[src/rtl/video_mode_switch.sv]
// Video mode-switch controller: debounces an MCU command code, maps it to a mode index
// and sequences blank -> PLL reconfiguration handshake -> settle -> re-enable for each switch.
module video_mode_switch #(
    parameter int                                DATA_WIDTH    = 8,
    parameter int                                NUM_MODES     = 3,
    // Code for mode i sits at slice [i*DATA_WIDTH +: DATA_WIDTH].
    parameter logic [NUM_MODES*DATA_WIDTH-1:0]   MODE_CODES    = {8'h02, 8'h01, 8'h00},
    parameter int                                DEFAULT_MODE  = 0,
    parameter int                                STABLE_CYCLES = 4,
    parameter int                                BLANK_CYCLES  = 16,
    parameter int                                SETTLE_CYCLES = 64,
    parameter int                                ACK_TIMEOUT   = 1024
) (
    input  logic                          clock,
    input  logic                          reset,
    input  logic [DATA_WIDTH-1:0]         data_in,
    input  logic                          reconf_ack,
    output logic [$clog2(NUM_MODES)-1:0]  mode_index,
    output logic                          reconf_req,
    output logic                          video_enable,
    output logic                          busy,
    output logic                          unknown_code,
    output logic                          reconf_timeout
);
    localparam int MODE_W = $clog2(NUM_MODES);
    localparam int STAB_W = $clog2(STABLE_CYCLES + 1);
    localparam int TMR_MAX_A = (BLANK_CYCLES > SETTLE_CYCLES) ? BLANK_CYCLES : SETTLE_CYCLES;
    localparam int TMR_MAX = (ACK_TIMEOUT > TMR_MAX_A) ? ACK_TIMEOUT : TMR_MAX_A;
    localparam int TMR_W = $clog2(TMR_MAX + 1);
    localparam int BLANK_LAST = (BLANK_CYCLES > 0) ? BLANK_CYCLES - 1 : 0;
    localparam int SETTLE_LAST = (SETTLE_CYCLES > 0) ? SETTLE_CYCLES - 1 : 0;
    localparam int ACK_LAST = (ACK_TIMEOUT > 0) ? ACK_TIMEOUT - 1 : 0;

    localparam logic [2:0] ST_INIT   = 3'd0;
    localparam logic [2:0] ST_IDLE   = 3'd1;
    localparam logic [2:0] ST_BLANK  = 3'd2;
    localparam logic [2:0] ST_RECONF = 3'd3;
    localparam logic [2:0] ST_SETTLE = 3'd4;

    logic [DATA_WIDTH-1:0] sync1_q, sample_q, cand_q, cand_d;
    logic [STAB_W-1:0]     stab_cnt_q, stab_cnt_d;
    logic                  stable;
    logic [NUM_MODES-1:0]  match_vec;
    logic                  match_any;
    logic [MODE_W-1:0]     match_idx;
    logic [2:0]            state_q, state_d;
    logic [MODE_W-1:0]     mode_q, mode_d, target_q, target_d;
    logic [TMR_W-1:0]      tmr_q, tmr_d;
    logic                  unknown_q, unknown_d, timeout_q, timeout_d;

    generate
        for (genvar gi = 0; gi < NUM_MODES; gi++) begin : g_match
            assign match_vec[gi] = (cand_q == MODE_CODES[gi*DATA_WIDTH +: DATA_WIDTH]);
        end
    endgenerate

    // Descending scan so the lowest matching index wins on duplicate codes.
    always_comb begin
        match_idx = '0;
        for (int i = NUM_MODES - 1; i >= 0; i--) begin
            if (match_vec[i]) begin
                match_idx = MODE_W'(i);
            end
        end
    end

    assign match_any = |match_vec;
    assign stable    = (stab_cnt_q == STAB_W'(STABLE_CYCLES));

    always_comb begin
        cand_d     = cand_q;
        stab_cnt_d = stab_cnt_q;
        if (sample_q != cand_q) begin
            cand_d     = sample_q;
            stab_cnt_d = '0;
        end else if (!stable) begin
            stab_cnt_d = stab_cnt_q + STAB_W'(1);
        end
    end

    always_comb begin
        state_d   = state_q;
        mode_d    = mode_q;
        target_d  = target_q;
        tmr_d     = tmr_q;
        unknown_d = unknown_q;
        timeout_d = timeout_q;
        if (stable) begin
            unknown_d = !match_any;
        end
        case (state_q)
            ST_INIT: begin
                state_d  = ST_RECONF;
                target_d = MODE_W'(DEFAULT_MODE);
                tmr_d    = '0;
            end
            ST_IDLE: begin
                if (stable && match_any && (match_idx != mode_q)) begin
                    state_d  = ST_BLANK;
                    target_d = match_idx;
                    tmr_d    = '0;
                end
            end
            ST_BLANK: begin
                if (tmr_q == TMR_W'(BLANK_LAST)) begin
                    state_d = ST_RECONF;
                    mode_d  = target_q;
                    tmr_d   = '0;
                end else begin
                    tmr_d = tmr_q + TMR_W'(1);
                end
            end
            ST_RECONF: begin
                if (reconf_ack) begin
                    state_d = ST_SETTLE;
                    tmr_d   = '0;
                end else if (tmr_q == TMR_W'(ACK_LAST)) begin
                    state_d   = ST_SETTLE;
                    timeout_d = 1'b1;
                    tmr_d     = '0;
                end else begin
                    tmr_d = tmr_q + TMR_W'(1);
                end
            end
            ST_SETTLE: begin
                if (tmr_q == TMR_W'(SETTLE_LAST)) begin
                    state_d = ST_IDLE;
                    tmr_d   = '0;
                end else begin
                    tmr_d = tmr_q + TMR_W'(1);
                end
            end
            default: state_d = ST_INIT;
        endcase
    end

    always_ff @(posedge clock) begin
        if (reset) begin
            sync1_q    <= '0;
            sample_q   <= '0;
            cand_q     <= '0;
            stab_cnt_q <= '0;
            state_q    <= ST_INIT;
            mode_q     <= MODE_W'(DEFAULT_MODE);
            target_q   <= MODE_W'(DEFAULT_MODE);
            tmr_q      <= '0;
            unknown_q  <= 1'b0;
            timeout_q  <= 1'b0;
        end else begin
            sync1_q    <= data_in;
            sample_q   <= sync1_q;
            cand_q     <= cand_d;
            stab_cnt_q <= stab_cnt_d;
            state_q    <= state_d;
            mode_q     <= mode_d;
            target_q   <= target_d;
            tmr_q      <= tmr_d;
            unknown_q  <= unknown_d;
            timeout_q  <= timeout_d;
        end
    end

    assign mode_index     = mode_q;
    assign reconf_req     = (state_q == ST_RECONF);
    assign video_enable   = (state_q == ST_IDLE);
    assign busy           = (state_q != ST_IDLE);
    assign unknown_code   = unknown_q;
    assign reconf_timeout = timeout_q;
endmodule

[config.mk]
export PLATFORM = sky130hd
export DESIGN_NAME = video_mode_switch
export DESIGN_NICKNAME = d
export VERILOG_FILES = /design/src/rtl/video_mode_switch.sv
export SDC_FILE = /design/constraint.sdc
export NUM_CORES = 1
export LEC_CHECK = 0
export CAP_MARGIN = 20
export CORE_MARGIN = 2
export CORE_UTILIZATION = 51
export CTS_CLUSTER_DIAMETER = 50
export DETAILED_ROUTE_END_ITERATION = 8
export PLACE_DENSITY = 0.84
export SKIP_CTS_REPAIR_TIMING = 1
export SYNTH_ARGS = -nofsm -noshare
export SYNTH_HDL_FRONTEND = slang
export SYNTH_SLANG_ARGS = --single-unit
[constraint.sdc]
create_clock -name clock -period 1.9 [get_ports clock]
set_clock_uncertainty 0.15 [all_clocks]
set_input_delay 0.285 -clock clock [delete_from_list [all_inputs] [get_ports clock]]
set_output_delay 0.285 -clock clock [all_outputs]
set_load 0.01 [all_outputs]
## Word-level counts from Yosys, hierarchy flattened

Index checks and enable logic that the tools add are counted.

- Add/subtract/negate cells: 2
- Equal/unequal tests: 17
- Muxes and demuxes: 17
- Bitwise gates (word level): 1
- Reduce and logical (&&, ||, !) cells: 14

Operators by type and width:

| operator | number |
|---|---|
| $mux W11 | 5 |
| $pmux W11 S5 | 1 |
| $mux W3 | 5 |
| $pmux W3 S5 | 1 |
| $add A11 B1 Y11 const B | 1 |
| $eq A11 B10 Y1 const B | 1 |
| $eq A11 B4 Y1 const B | 1 |
| $eq A11 B6 Y1 const B | 1 |
| $eq A8 B1 Y1 const B | 1 |
| $eq A8 B2 Y1 const B | 1 |
| $logic_not A8 Y1 | 1 |
| $mux W2 | 4 |
| $ne A8 B8 Y1 | 1 |
| $eq A3 B2 Y1 const B | 2 |
| $eq A3 B3 Y1 const B | 2 |
| $reduce_and A2 Y1 | 3 |
| $reduce_bool A5 Y1 | 1 |
| $ne A2 B2 Y1 const B | 2 |
| $pmux W2 S2 | 1 |
| $reduce_and A4 Y1 | 1 |
| $add A3 B1 Y3 const B | 1 |
| $eq A3 B1 Y1 const B | 1 |
| $logic_not A3 Y1 | 1 |
| $ne A3 B1 Y1 const B | 1 |
| 10 further kinds | 11 |

- Bits in registers: 47

## Longest topological paths before layout

Gate-level depths: netlist (run 1).

- Word-level depth: 8
- Mapped depth: 7
- Gate-level depth less buffers: 7

## Worst setup path after synthesis (run 1)

No wires, ideal clock.

- Kind: reg2reg
- Start: register tmr_q[0]
- End: register tmr_q[3]
- Setup time: 0.125 ns
- Data arrival time: 1.696 ns
- Data required time: 1.625 ns
- Path slack: -0.071 ns
- Stages on the path, launching flop included: 7
- Cells stage by stage: dfxtp_1 ha_1 nand3_2 or4_4 o21a_4 o21ai_1 o22ai_1

- Longest elaborated chain between the ends: 4
- Elaborated cells on any way between the ends: 9
- Classes of those cells: add/sub: 1; eq/ne: 3; mux: 5

RTL lines:

| element | line | text |
|---|---|---|
| start: declaration | 48 | `logic [TMR_W-1:0] tmr_q, tmr_d;` |
| start signal: assignment | 157 | `tmr_q <= tmr_d;` |
| $add A11 B1 Y11 or $eq A11 B10 Y1 (tied branches) | n/a |  |
| $mux W11 | 117 | `end else if (tmr_q == TMR_W'(ACK_LAST)) begin` |
| $mux W11 | 114 | `if (reconf_ack) begin` |
| $pmux W11 S5 * | 91 | `case (state_q)` |

Every way passes the cells marked *; elsewhere a longest branch is shown, timed or not.
A chain may end at the register's enable or synchronous reset.

## Worst setup path in the final report (run 1)

- Start: register tmr_q[1]
- End: register tmr_q[3]

Same word-level chain as after synthesis.

==> results of run 1 <==
[state kept, by name, indices dropped and copies added (netlist names)]
| register | flops |
|---|---|
| mode_index | 2 |
| unknown_code | 1 |
| cand_q | 8 |
| target_q | 2 |
| sync1_q | 8 |
| sample_q | 8 |
| stab_cnt_q | 3 |
| reconf_timeout | 1 |
| state_q | 3 |
| tmr_q | 11 |
[cell families after synthesis]
family          count (synthesis)  synth area share (%)
simple gates                   98                  28.1
flops                          47                  44.7
compound gates                 42                  15.4
buf+inv                        23                  4.51
xor+xnor                       11                  4.57
fa+ha+maj                       3                  1.78
mux                             2                 0.950
[critical path, cell delays in order, from the launching register on]
cell and delay [ns]:
dfxtp_2 0.36, ha_4 0.16, nand3_4 0.10, or4_4 0.58
o21a_4 0.26, o21ai_4 0.16, o22ai_1 0.10
[path summary, 6_finish.rpt]
kind | from | end | slack, ns | cells past startpoint
setup / recovery | tmr_q[1]$_SDFFE_PP0P_ | tmr_q[3]$_SDFFE_PP0P_ | -0.07 | 6
hold / removal | sync1_q[1]$_SDFF_PP0_ | sample_q[1]$_SDFF_PP0_ | 0.29 | 1
setup reg to reg | tmr_q[1]$_SDFFE_PP0P_ | tmr_q[3]$_SDFFE_PP0P_ | -0.07 | 6
hold reg to reg | sync1_q[1]$_SDFF_PP0_ | sample_q[1]$_SDFF_PP0_ | 0.29 | 1
[per-layer routing]
layer	track usage [%]	routed length, um	vias to the layer above
li1	-	-	888
met1	23.9	2080	840
met2	32.2	2560	48
met3	4.44	216	12
met4	9.00	116	0
met5	0	0	-
[placed cells by master (no fill, tap or decap), drive strengths merged, types with 6 or more instances in the layout]
cell and count:
clkbuf 6, clkdlybuf4s50 14, buf 31, xor2 7
inv 18, nand3 7, nor3 12, a21oi 8
dfxtp 47, o21ai 13, nor2b 24, nand2 11
nor2 18
[power groups by stage]
stage / clock [mW] / sequential [mW] / combinational [mW]
5_1_grt: 0.710 / 1.12 / 0.940
3_5_place_dp: 0 / 1.14 / 0.679
2_1_floorplan: 0 / 1.12 / 0.441
3_3_place_gp: 0 / 1.13 / 0.663
6_report: 0.651 / 1.12 / 0.888
4_1_cts: 0.660 / 1.11 / 0.681
[layout make-up]
| class | count | area share, % |
|---|---|---|
| tap | 50 | 2.24 |
| timing repair buffer | 49 | 16.0 |
| clock buffer | 5 | 2.47 |
| multi-input combinational | 157 | 42.3 |
| clock inverter | 3 | 0.986 |
| inverter | 16 | 2.15 |
| sequential | 47 | 33.8 |
==> impl_metrics.csv, run 1 <==
group,metric,value,unit
synth,synth-seq-cells,47,
placed_design,io_buffer_count,17,
routing,ant_nets,0,
layout,syn_to_final_growth,32.5,%
layout,drive_above_1_share,27.1,%
layout,final_cells,327,
layout,antenna_cells,0,
synth,synth.area.top_cells,"dfxtp_1, nor2b_1, nor2_1",
routing,wl,4.98,mm
power,p_sw_share,33.0,%
timing,fin_tns_setup,-0.426,ns
routing,firstDrtPassIters,4,
clock_tree,path_clk_slew,0.09,ns
synth,synthTopCellsByCount,"dfxtp_1, nor2b_1, nor2_1",
status,outcome,"finished with violations",
routing,vias,1788,
power,p_sw,877,uW
critical_path,critPathMaxFanout,5,
global_route,grt_max_degree,25,
critical_path,worstSetupPathType,"register to register",
clock_tree,ctsHtreeMaxLevel,2,
timing,max_slew.worst_pin.slew,0.451,ns
die,fp.dieH,68.3,um
routing,wl_per_cell,15.2,um
critical_path,cp.required,1.95,ns
synth,netlist_instances,226,
layout,design_area,2790,um^2
timing,relSlewSlack,69.9,%
die,start_util,52.7,%
layout,multi_input_area,1180,um^2
timing,whs,0.285,ns
critical_path,start_kind,"register",
power,ir_drop,685,uV
global_route,antenna_found_initial,0,
timing,slew_viol_final,0,
die,die_x,68.3,um
power,intPower,1.78,mW
layout,fill_cells,286,
routing,drt_first_iter_violations,210,
global_route,grt_overflow,0,
layout,ff_latch_area,945,um^2
critical_path,cp-end-kind,"register",
power,p_seq_share,42.1,%
synth,syn_area,2110,um^2
die,std_cell_rows,23,
timing,rsz0062_at_grt,"yes",
timing,period_share,104,%
status,violations,"negative setup slack",
synth,ys_warn_count,0,
routing,via_per_inst,5.47,
timing,period_needed,1.97,ns
placed_design,dpl_cell_area,2510,um^2
clock_tree,clockBufferDepth,2,
global_route,grt_pass1_vias,1495,
power,finalPower,2.66,mW
die,dieArea,4660,um^2
power,clock_power_share,24.5,%
synth,yosysUniqueCellTypes,45,
synth,yosysSeqAreaShare,44.7,%
die,ios,18,
synth,avgSynthCellArea,9.32,um^2
critical_path,cp_data_arrival_time,2.03,ns
power,p_comb_share,33.4,%
clock_tree,cts.sinks,47,
synth,synth_nets,240,
clock_tree,cts_tree,"built",
power,leakage,1.09,nW
placed_design,preCtsSetupSlack,-0.186,ns
clock_tree,cts_made_buffers,5,
synth,synth-edff-count,0,
job,maxCapViolations,0,
placed_design,hpwl,3.06,mm
global_route,grt_usage,19.5,%
synth,synth_largest_area_cell,"dfxtp_1",
hold_path,hold_class,"register to register",
die,core_area,4000,um^2
placed_design,dp_cells,310,
timing,fin_ws,-0.0717,ns
synth,ys.flop_type,"dfxtp_1",
timing,hold_viol,0,
global_route,grt_pass1_wl,6.65,mm
layout,nets,290,
clock_tree,cts-root-buf,"clkbuf_8",
timing,fmax,507,MHz
layout,final_util,69.8,%
timing,setup_viol,10,
clock_tree,clkLatencyLatePin,0.32,ns
synth,synthArstFlopShare,0,%
synth,netlist.area_leader.share,44.7,%
routing,drc,0,
synth,yosysMostFrequentCell,"dfxtp_1",
power,pwr_density_cell,952,nW/um^2
placed_design,place_congestion,0.818,
No activity file was read; power rests on OpenSTA's default activity.
==> run 2, diff against run 1 <==
- CORE_UTILIZATION: 51 -> 61
- PLACE_DENSITY: 0.84 -> not set
- PLACE_DENSITY_LB_ADDON: not set -> 0.12
- clock period: 1.9 -> 2.35 ns (I/O delays scaled with it)
==> impl_metrics.csv, run 2 (synthesis gave the netlist of run 1 again) <==
group,metric,value,unit
status,outcome,"finished, final reports clean",
power,leakage,0.901,nW
timing,period_share,95.3,%
timing,setup_viol,0,
critical_path,cp_data_arrival_time,1.74,ns
clock_tree,clockBufferDepth,2,
critical_path,cp_cell_sequence,"and2b_1 > and2_1 > clkdlybuf4s50_1",
timing,fmax,446,MHz
critical_path,worstSetupPathType,"register to output pin",
layout,largest_register_ffs,11,
routing,firstDrtPassIters,4,
placed_design,hpwl,2.93,mm
global_route,grt_max_degree,38,
global_route,grt_pass1_vias,1618,
critical_path,cp.required,1.85,ns
placed_design,place_congestion,0.840,
timing,max_slew.worst_pin.slew,0.488,ns
power,pwr_density_cell,770,nW/um^2
clock_tree,cts-root-buf,"clkbuf_4",
critical_path,path_delay_family,"buffers and inverters",
layout,nets,261,
timing,rsz0062_at_grt,"no",
critical_path,r2r_setup_slack,0.13,ns
die,std_cell_rows,21,
clock_tree,cts.sinks,47,
layout,mostFrequentLayoutCell,"dfxtp_1",
global_route,grt_pass1_wl,7.03,mm
layout,drive_above_1_share,12.1,%
timing,hold_viol,0,
global_route,antenna_found_initial,0,
die,die_x,62.8,um
critical_path,start_kind,"register",
timing,period_needed,2.24,ns
die,start_util,63.1,%
hold_path,hold_class,"register to register",
routing,ant_nets,0,
die,fp.dieH,62.8,um
clock_tree,path_clk_slew,0.14,ns
die,ios,18,
critical_path,critPathMaxFanout,8,
routing,drt_first_iter_violations,145,
power,ir_drop,416,uV
job,maxCapViolations,0,
timing,fin_tns_setup,0,ns
routing,wl_per_cell,13.6,um
timing,relSlewSlack,67.1,%
layout,antenna_cells,0,
layout,mostFrequentLayoutCells,"dfxtp_1, nor2b_1, nor2_1",
global_route,grt_usage,22.5,%
routing,vias,1667,
timing,slew_viol_final,0,
die,core_area,3340,um^2
critical_path,critical_path_buf_inv_count,1,
layout,syn_to_final_growth,14.7,%
clock_tree,cts_tree,"built",
routing,drc,0,
critical_path,cp-end-kind,"output pin",
timing,fin_ws,0.110,ns
clock_tree,ctsHtreeMaxLevel,2,
die,dieArea,3940,um^2
global_route,grt_overflow,0,
placed_design,preCtsSetupSlack,0.217,ns
layout,regMostFlops,"tmr_q",
power,finalPower,1.86,mW
routing,wl,4.01,mm
clock_tree,cts_made_buffers,5,
critical_path,slowest_delay,0.52,ns
placed_design,io_buffer_count,17,
critical_path,slowest_stage,"clkdlybuf4s50_1",
clock_tree,clkLatencyLatePin,0.36,ns
layout,fill_cells,260,
routing,via_per_inst,5.67,
[run 2: cell types whose count changed in the layout (fill, tap and decap cells not counted), moves of 3 or more]
cell / delta
dlymetal6s2s_1: -3
nor3_2: -3
nor3_1: +3
clkdlybuf4s50_1: +3
buf_4: -26
clkbuf_8: -5
clkbuf_4: +5
[run 2: power breakdown]
part	internal [mW]	switching, mW
sequential	0.849	0.0750
clock	0.230	0.266
combinational	0.202	0.241
total	1.28	0.582
[run 2: area by class of cell]
| type | instances | area [um^2] | share of cell area [%] |
|---|---|---|---|
| sequential | 47 | 943 | 39.0 |
| inverter | 16 | 60.1 | 2.48 |
| clock inverter | 3 | 47.5 | 1.97 |
| clock buffer | 5 | 37.5 | 1.55 |
| tap | 46 | 57.6 | 2.38 |
| timing repair buffer | 21 | 200 | 8.28 |
| multi-input combinational | 156 | 1070 | 44.3 |
[run 2: per-stage QoR]
step | hold slack, ns | utilization [%] | std cells | cell area [um^2]
finish | 0.302 | 72.4 | 294 | 2420
detailed placement | 0.276 | 69.8 | 286 | 2330
global route | 0.322 | 72.4 | 294 | 2420
global placement | 0.271 | 69.8 | 286 | 2330
floorplan | 0.264 | - | 226 | 2110
CTS | 0.308 | 72.4 | 294 | 2410
[run 2: path summary, 6_finish.rpt]
kind | start | end | cells after the start
setup / recovery | state_q[2]$_SDFFE_PP0P_ | reconf_req | 3
hold / removal | sync1_q[7]$_SDFF_PP0_ | sample_q[7]$_SDFF_PP0_ | 1
setup reg to reg | tmr_q[0]$_SDFFE_PP0P_ | tmr_q[9]$_SDFFE_PP0P_ | 6
hold reg to reg | sync1_q[7]$_SDFF_PP0_ | sample_q[7]$_SDFF_PP0_ | 1
[run 2: per-layer routing]
metal	routed length [um]	up-vias	track usage, %
met2	1970	44	37.8
met5	0	-	0
met3	195	7	4.68
met4	76	0	11.7
li1	-	829	-
met1	1760	787	27.2
==> run 3, diff against run 2 <==
- MAX_ROUTING_LAYER: not set -> met4
==> impl_metrics.csv, run 3 (synthesis gave the netlist of run 1 again) <==
group,metric,value,unit
status,outcome,"finished, final reports clean",
power,p_sw_share,31.3,%
layout,mostFrequentLayoutCells,"dfxtp_1, nor2b_1, nor2_1",
clock_tree,cts_tree,"built",
layout,final_cells,294,
clock_tree,cts.sinks,47,
power,pwr_density_cell,773,nW/um^2
critical_path,worstSetupPathType,"register to output pin",
critical_path,critPathMaxFanout,8,
clock_tree,cts-root-buf,"clkbuf_4",
global_route,use_met2,37.5,%
routing,vias,1670,
critical_path,start_kind,"register",
layout,mostFrequentLayoutCell,"dfxtp_1",
power,leakage,0.901,nW
global_route,grt_usage,23.3,%
placed_design,hpwl,2.95,mm
placed_design,place_congestion,0.878,
layout,final_util,72.5,%
routing,via_per_inst,5.68,
timing,relSlewSlack,64.4,%
timing,setup_viol,0,
placed_design,dp_cells,286,
power,finalPower,1.87,mW
power,p_comb_share,23.9,%
die,dieArea,3940,um^2
timing,rsz0062_at_grt,"no",
placed_design,io_buffer_count,17,
critical_path,cp.required,1.85,ns
timing,period_share,97.3,%
die,fp.dieH,62.8,um
power,p_sw,585,uW
layout,design_area,2420,um^2
global_route,grt_pass1_wl,7.16,mm
layout,syn_to_final_growth,14.8,%
routing,ant_nets,0,
routing,wl_per_cell,13.5,um
routing,drc,0,
power,clock_power_share,26.8,%
critical_path,cp_data_arrival_time,1.78,ns
job,maxCapViolations,0,
die,core_area,3340,um^2
global_route,grtUsageMet3,3.24,%
die,die_x,62.8,um
global_route,grt_max_degree,38,
timing,fmax,437,MHz
die,std_cell_rows,21,
clock_tree,cts_made_buffers,5,
layout,largest_register_ffs,11,
timing,period_needed,2.29,ns
clock_tree,clockBufferDepth,2,
global_route,use_met1,29.2,%
hold_path,hold_class,"register to register",
timing,max_slew.worst_pin.slew,0.533,ns
power,ir_drop,454,uV
clock_tree,clkLatencyLatePin,0.36,ns
die,ios,18,
global_route,grt.busiest_layer,"met2",
power,intPower,1.28,mW
power,p_seq_share,49.4,%
global_route,grt_overflow,0,
routing,drt_first_iter_violations,159,
global_route,antenna_found_initial,0,
layout,antenna_cells,0,
routing,firstDrtPassIters,4,
die,start_util,63.1,%
clock_tree,ctsHtreeMaxLevel,2,
global_route,grt_pass1_vias,1616,
clock_tree,path_clk_slew,0.14,ns
critical_path,cp-end-kind,"output pin",
routing,wl,3.97,mm
timing,slew_viol_final,0,
layout,nets,261,
placed_design,dpl_cell_area,2330,um^2
layout,drive_above_1_share,12.5,%
layout,regMostFlops,"tmr_q",
timing,fin_tns_setup,0,ns
timing,hold_viol,0,
## run 3: cell counts in the layout (fill, tap and decap cells not counted)
Identical to the previous run, type by type.
## run 3: path summary, 6_finish.rpt
kind	end	cells past startpoint	slack [ns]	startpoint
max	reconf_req	3	0.06	state_q[2]$_SDFFE_PP0P_
min	sample_q[0]$_SDFF_PP0_	1	0.30	sync1_q[0]$_SDFF_PP0_
max reg2reg	tmr_q[9]$_SDFFE_PP0P_	6	0.16	tmr_q[1]$_SDFFE_PP0P_
min reg2reg	sample_q[0]$_SDFF_PP0_	1	0.30	sync1_q[0]$_SDFF_PP0_
## run 3: final cells by class
cell class	count	area [um^2]
timing repair buffer	21	200
clock inverter	3	47.5
multi-input combinational	156	1070
tap	46	57.6
clock buffer	5	37.5
sequential	47	945
inverter	16	60.1
fill	272	918
## run 3: through the flow
step	setup WS, ns	hold slack (ns)
floorplan	0.379	0.264
global placement	0.281	0.271
detailed placement	0.204	0.273
CTS	0.0415	0.307
global route	0.000255	0.317
finish	0.0633	0.304
## run 3: per-layer routing
metal  part of all wire [%]  up-vias
li1                       -      832
met1                     47      786
met2                     48       48
met3                    4.1        4
met4                   0.96        0
met5                      0        -
## run 3: worst max-delay path: stages (launching register included)
cell             delay (ns)
dfxtp_1                0.41
and2b_1                0.34
and2_1                 0.15
clkdlybuf4s50_1        0.53
## run 3: power by group through the flow
stage	Clock, mW	Sequential, mW	Combinational (mW)
5_1_grt	0.553	0.936	0.493
4_1_cts	0.518	0.916	0.448
3_5_place_dp	0	0.934	0.446
2_1_floorplan	0	0.898	0.350
6_report	0.501	0.922	0.446
3_3_place_gp	0	0.927	0.427
